$ cat config.mk
export PLATFORM = sky130hd
export DESIGN_NAME = iob_gray_conv_pipe
export DESIGN_NICKNAME = d
export VERILOG_FILES = /design/src/rtl/iob_gray_conv_pipe_pkg.sv /design/src/rtl/iob_gray_conv_stage.sv /design/src/rtl/iob_gray_conv_pipe.sv
export SDC_FILE = /design/constraint.sdc
export NUM_CORES = 1
export LEC_CHECK = 0
export BUFFER_PORTS_ARGS = -buffer_cell sky130_fd_sc_hd__clkbuf_2
export CORE_MARGIN = 2
export CORE_UTILIZATION = 50
export CTS_CLUSTER_SIZE = 40
export DETAILED_ROUTE_END_ITERATION = 16
export PLACE_DENSITY_LB_ADDON = 0.08
export REMOVE_ABC_BUFFERS = 1
export SETUP_SLACK_MARGIN = 0.1
export SLEW_MARGIN = 20
export SYNTH_ARGS = -nofsm -noshare
export SYNTH_HDL_FRONTEND = slang
export SYNTH_HIERARCHICAL = 1
export SYNTH_SLANG_ARGS = --single-unit
$ cat constraint.sdc
create_clock -name clk_i -period 3.2 [get_ports clk_i]
set_clock_uncertainty 0.05 [all_clocks]
set_input_delay 0.16 -clock clk_i [delete_from_list [all_inputs] [get_ports clk_i]]
set_output_delay 0.16 -clock clk_i [all_outputs]
set_load 0.02 [all_outputs]
$ cat src/rtl/iob_gray_conv_pipe_pkg.sv
// Shared constants and chunk-geometry helpers for the pipelined Gray/binary converter.
package iob_gray_conv_pipe_pkg;

    localparam logic MODE_G2B = 1'b0;
    localparam logic MODE_B2G = 1'b1;

    function automatic int chunk_w(input int data_w, input int stages);
        return (data_w + stages - 1) / stages;
    endfunction

    // Highest bit resolved by stage k; negative when the stage has no chunk left.
    function automatic int stage_hi(input int k, input int data_w, input int stages);
        return data_w - 1 - k * chunk_w(data_w, stages);
    endfunction

    function automatic int stage_lo(input int k, input int data_w, input int stages);
        int lo;
        lo = stage_hi(k, data_w, stages) - chunk_w(data_w, stages) + 1;
        if (lo < 0) lo = 0;
        return lo;
    endfunction

endpackage

$ cat src/rtl/iob_gray_conv_stage.sv
// One converter pipeline stage: resolves its Gray->binary chunk for every channel
// and registers valid/mode/data when the global advance strobe is high.
module iob_gray_conv_stage
    import iob_gray_conv_pipe_pkg::*;
#(
    parameter int DATA_W = 8,
    parameter int N_CH   = 2,
    parameter int STAGES = 2,
    parameter int IDX    = 0
) (
    input  logic                     clk_i,
    input  logic                     rst_i,
    input  logic                     adv,
    input  logic                     src_valid,
    input  logic                     src_mode,
    input  logic [N_CH*DATA_W-1:0]   src_data,
    output logic                     valid,
    output logic                     mode,
    output logic [N_CH*DATA_W-1:0]   data
);

    localparam int HI = stage_hi(IDX, DATA_W, STAGES);
    localparam int LO = stage_lo(IDX, DATA_W, STAGES);

    // Bits above HI arrive already binary, so bit HI chains off its resolved neighbour.
    // Binary->Gray is a single XOR level with no carry, so stage 0 does it whole.
    function automatic logic [DATA_W-1:0] convert(input logic [DATA_W-1:0] w, input logic m);
        logic [DATA_W-1:0] r;
        r = w;
        if (m == MODE_B2G) begin
            if (IDX == 0) r = w ^ (w >> 1);
        end else begin
            for (int p = DATA_W - 2; p >= 0; p--) begin
                if (p <= HI && p >= LO) r[p] = r[p+1] ^ w[p];
            end
        end
        return r;
    endfunction

    logic [N_CH*DATA_W-1:0] conv;

    // NOTE: assign a default first so no path through the block leaves conv unassigned (no latch).
    always_comb begin
        conv = '0;
        for (int c = 0; c < N_CH; c++) begin
            conv[c*DATA_W +: DATA_W] = convert(src_data[c*DATA_W +: DATA_W], src_mode);
        end
    end

    // NOTE: non-blocking assignments so every stage samples its neighbour's pre-edge value.
    // NOTE: data is reset too because the last stage drives data_o, which must read 0 after reset.
    always_ff @(posedge clk_i) begin
        if (rst_i) begin
            valid <= 1'b0;
            mode  <= MODE_G2B;
            data  <= '0;
        end else if (adv) begin
            valid <= src_valid;
            mode  <= src_mode;
            data  <= conv;
        end
    end

endmodule

$ cat src/rtl/iob_gray_conv_pipe.sv
// Pipelined multi-channel Gray<->binary converter with a global valid/ready stall.
// Optional Gray step checker enabled by defining IOB_GRAY_CONV_PIPE_STEP_CHK_EN.
module iob_gray_conv_pipe
    import iob_gray_conv_pipe_pkg::*;
#(
    parameter int DATA_W = 8,
    parameter int N_CH   = 2,
    parameter int STAGES = 2
) (
    input  logic                     clk_i,
    input  logic                     cke_i,
    input  logic                     rst_i,
    input  logic                     valid_i,
    output logic                     ready_o,
    input  logic                     mode_i,
    input  logic [N_CH*DATA_W-1:0]   data_i,
    output logic                     valid_o,
    input  logic                     ready_i,
    output logic                     mode_o,
    output logic [N_CH*DATA_W-1:0]   data_o,
    output logic [N_CH-1:0]          step_err_o
);

    logic                     adv;
    logic [STAGES:0]          v;
    logic [STAGES:0]          m;
    logic [N_CH*DATA_W-1:0]   d [STAGES+1];

    // Whole pipe moves together; a full output slot that is not taken freezes everything.
    assign adv     = cke_i & (~valid_o | ready_i);
    assign ready_o = adv;

    assign v[0] = valid_i & ready_o;
    assign m[0] = mode_i;
    assign d[0] = data_i;

    for (genvar g = 0; g < STAGES; g++) begin : g_stage
        iob_gray_conv_stage #(
            .DATA_W (DATA_W),
            .N_CH   (N_CH),
            .STAGES (STAGES),
            .IDX    (g)
        ) u_stage (
            .clk_i     (clk_i),
            .rst_i     (rst_i),
            .adv       (adv),
            .src_valid (v[g]),
            .src_mode  (m[g]),
            .src_data  (d[g]),
            .valid     (v[g+1]),
            .mode      (m[g+1]),
            .data      (d[g+1])
        );
    end

    assign valid_o = v[STAGES];
    assign mode_o  = m[STAGES];
    assign data_o  = d[STAGES];

`ifdef IOB_GRAY_CONV_PIPE_STEP_CHK_EN
    logic [N_CH*DATA_W-1:0] prev;
    logic                   have_prev;
    logic [N_CH-1:0]        err;
    logic                   g_acc;
    logic [N_CH*DATA_W-1:0] diff;

    function automatic logic multi_bit(input logic [DATA_W-1:0] x);
        return (x & (x - 1'b1)) != '0;
    endfunction

    assign g_acc = valid_i & ready_o & (mode_i == MODE_G2B);
    assign diff  = data_i ^ prev;

    always_ff @(posedge clk_i) begin
        if (rst_i) begin
            prev      <= '0;
            have_prev <= 1'b0;
            err       <= '0;
        end else if (g_acc) begin
            prev      <= data_i;
            have_prev <= 1'b1;
            for (int c = 0; c < N_CH; c++) begin
                if (have_prev && multi_bit(diff[c*DATA_W +: DATA_W])) err[c] <= 1'b1;
            end
        end
    end

    assign step_err_o = err;
`else
    assign step_err_o = '0;
`endif

endmodule

==> flow_metrics.py <==
metrics = {
    "hold_path": {
        "min-delay-start": "data_i[15]",
        "min_to": "g_stage[0].u_stage/data[15]$_SDFFE_PP0P_",
        "hold_path_class": "in2reg",
        "hold_depth": 3,
    },
    "routing": {
        "ant_nets": 0,
        "vias": 1289,
        "drc_errors": 0,
        "wire_per_inst_microns": 11.1,
        "routed_wl_microns": 2900,
        "dr.pass1.iters": 4,
        "drtIter0Drc": 43,
        "vias_per_cell": 4.94,
    },
    "yosys": {
        "synth-seq-cells": 36,
        "post_synth.cell_area_avg_sq_um": 9.23,
        "synthFlopType": "dfxtp_1",
        "yosysSeqAreaShare_pct": 43.1,
        "yosysWarnings": 6,
        "synthTopCellsByCount": "36 x dfxtp_1, 31 x nor2_1, 14 x mux2i_1",
        "yosys.area.top_type": "dfxtp_1",
        "post_synth_instance_area_sq_um": 1670,
        "syn_inst": 181,
        "synthTopCellsByArea": "dfxtp_1 43%, mux2i_1 8.4%, nor2_1 7.0%",
        "yosysMostFrequentCell": "dfxtp_1",
        "synth_cell_types": 35,
        "async_reset_ff_share_pct": 0,
        "synth_edf_count": 0,
        "synth_top_area_share_pct": 43.1,
    },
    "placement": {
        "hpwl_microns": 2080,
        "gp_congestion": 0.702,
        "place_inst": 253,
        "numPortBuffers": 40,
    },
    "global_routing": {
        "grt_pass1_wl_microns": 4760,
        "track_usage_pct": 17.2,
        "grt_pass1_vias": 1069,
        "overflow": 0,
        "grt_start_max_net_pins": 41,
        "grt_antenna_before_repair": 0,
    },
    "clock_tree": {
        "clock-root-buffer": "clkbuf_4",
        "clockBufferDepth": 2,
        "insertion_delay_ns": 0.33,
        "cts_buffers": 5,
        "tritoncts": "built",
        "htree_levels": 2,
        "cts_hold_buffers": 0,
        "clkSlewWorstSetupHoldPaths_ns": 0.10,
        "clkSinkCount": 36,
        "cts-resized-gates": 0,
        "cts_setup_buffers": 0,
    },
    "critical_path": {
        "critPathCaptureType": "output port",
        "cp_data_arrival_time_ns": 1.86,
        "slowest_stage": "buf_4",
        "reg2reg_depth": 5,
        "critPathKind": "reg2out",
        "r2r_start": "g_stage[1].u_stage/valid$_SDFFE_PP0P_",
        "slowest_delay_ns": 0.45,
        "cp-start-kind": "flip-flop",
        "path_cells": "nand2b_1 -> and2_2 -> buf_4 -> clkbuf_2",
        "ff2ff_setup_slack_ns": 1.41,
        "r2r-end": "g_stage[0].u_stage/data[4]$_SDFFE_PP0P_",
        "critPathMaxFanout": 40,
        "cp.required_ns": 2.99,
    },
    "timing": {
        "slew_violations": 0,
        "final.setup.tns_ns": 0,
        "finalHoldViolations": 0,
        "finalCritPeriodShare_pct": 64.7,
        "tightest_slew_ns": 0.732,
        "fmax_ghz": 0.483,
        "setup_violations": 0,
        "rsz0062_at_grt": "no",
        "relSlewSlack_pct": 51.2,
        "finalCriticalPeriod_ns": 2.07,
    },
    "floorplan": {
        "die_area_sq_um": 3820,
        "fp.dieH_microns": 61.8,
        "ios": 43,
        "rows": 20,
        "start_util_pct": 53.4,
        "die_x_microns": 61.8,
        "core_sq_um": 3130,
    },
    "cells_and_area": {
        "diodes": 0,
        "regArea_sq_um": 721,
        "fin_cells": 261,
        "nets": 238,
        "multi_input_area_sq_um": 868,
        "final_layout_size_suffix_gt1_share_pct": 24.9,
        "num-fill-cells": 292,
        "area_delta_synth_final_pct": 16.3,
    },
    "pwr": {
        "power_per_cell_area_nw_per_um2": 520,
        "p_sw_share_pct": 27.4,
        "power_frac_clock_pct": 30.7,
        "p_sw_mw": 0.277,
        "leakage_nw": 0.848,
        "vdd_drop_max_uv": 251,
        "totalPowerFinal_mw": 1.01,
        "comb_power_share_pct": 19.3,
        "p_seq_share_pct": 50.0,
        "internal_power_mw": 0.733,
    },
    "flow_run": {
        "maxCapViolations": 0,
    },
    "outcome": {
        "status": "complete, no violations",
    },
}
-- layout by cell type (no fill, tap or decap), types with 2 or more instances in the layout --
| cell type | Yosys | final |
|---|---|---|
| o211ai_1 | 2 | 2 |
| a311oi_1 | 3 | 3 |
| xor2_1 | 13 | 13 |
| xnor2_1 | 10 | 10 |
| mux2i_1 | 14 | 14 |
| clkbuf_4 | 0 | 5 |
| nand2b_1 | 5 | 5 |
| o311ai_1 | 2 | 2 |
| clkbuf_2 | 0 | 40 |
| nand2_1 | 10 | 10 |
| dfxtp_1 | 36 | 36 |
| conb_1 | 1 | 2 |
| o22ai_1 | 2 | 2 |
| nor2b_1 | 4 | 4 |
| a21oi_1 | 2 | 2 |
| inv_1 | 3 | 3 |
| nor2_1 | 31 | 31 |
| or4_1 | 2 | 2 |
| a211oi_1 | 13 | 13 |
-- state kept, by name, summed over array words and instances (netlist names) --
| signal | cells |
|---|---|
| g_stage.u_stage/data | 32 |
| g_stage.u_stage/mode | 2 |
| g_stage.u_stage/valid | 2 |
-- cell type report --
class	count	share of cell area, %
sequential	36	37.1
tap	44	2.83
timing repair buffer	41	10.7
inverter	4	0.773
clock buffer	6	2.12
clock inverter	2	1.80
multi-input combinational	128	44.7
-- worst max-delay path, delay by kind of cell (launching register included) --
family,cells,cell delay [ns]
flops,1,0.33
simple gates,2,0.49
buf+inv,2,0.70
-- stage by stage --
stage	utilization, %	setup WS [ns]	hold slack [ns]	area [sq um]
5_1_grt	62.1	0.931	0.0795	1940
2_1_floorplan	-	0.357	0.175	1600
3_5_place_dp	59.7	1.44	0.417	1870
4_1_cts	62.1	1.09	0.0662	1940
6_report	62.1	1.13	0.0652	1940
3_3_place_gp	59.7	1.48	0.397	1870
-- metal layers --
metal	part of all wire, %	global-route usage (%)	vias to the layer above	wire (microns)
met1	47	22.4	570	1370
met4	1.4	7.29	0	40
met5	0	0	-	0
met2	46	26.2	33	1320
li1	-	-	682	-
met3	5.6	5.80	4	163
-- power by group through the flow --
stage               logic (mW)  registers [mW]  clock network, mW
finish                   0.195           0.505              0.310
global route             0.219           0.510              0.340
CTS                      0.198           0.506              0.319
detailed placement       0.198           0.516                  0
global placement         0.194           0.514                  0
floorplan                0.121           0.531                  0
-- cell families (layout without fill, tap and decap cells) --
logic type | Yosys count | count (layout) | synth area share (%)
buffers and inverters | 18 | 53 | 5.17
flip-flops | 36 | 36 | 43.1
AO/OA/AOI/OAI | 28 | 28 | 12.7
other | 1 | 2 | 0.225
AND/OR/NAND/NOR | 60 | 60 | 16.9
XOR/XNOR | 24 | 24 | 13.5
multiplexers | 14 | 14 | 8.39
-- how the worst max path moves through the flow --
stage / to / from / cells past startpoint
after floorplan: g_stage[0].u_stage/data[12]$_SDFFE_PP0P_ / g_stage[1].u_stage/valid$_SDFFE_PP0P_ / 5
after global placement: g_stage[0].u_stage/data[4]$_SDFFE_PP0P_ / g_stage[1].u_stage/valid$_SDFFE_PP0P_ / 5
after detailed placement: g_stage[0].u_stage/data[4]$_SDFFE_PP0P_ / g_stage[1].u_stage/valid$_SDFFE_PP0P_ / 5
after CTS: ready_o / g_stage[1].u_stage/valid$_SDFFE_PP0P_ / 4
after global routing: ready_o / g_stage[1].u_stage/valid$_SDFFE_PP0P_ / 4
final: ready_o / g_stage[1].u_stage/valid$_SDFFE_PP0P_ / 4
No activity file was read; power rests on OpenSTA's default activity.
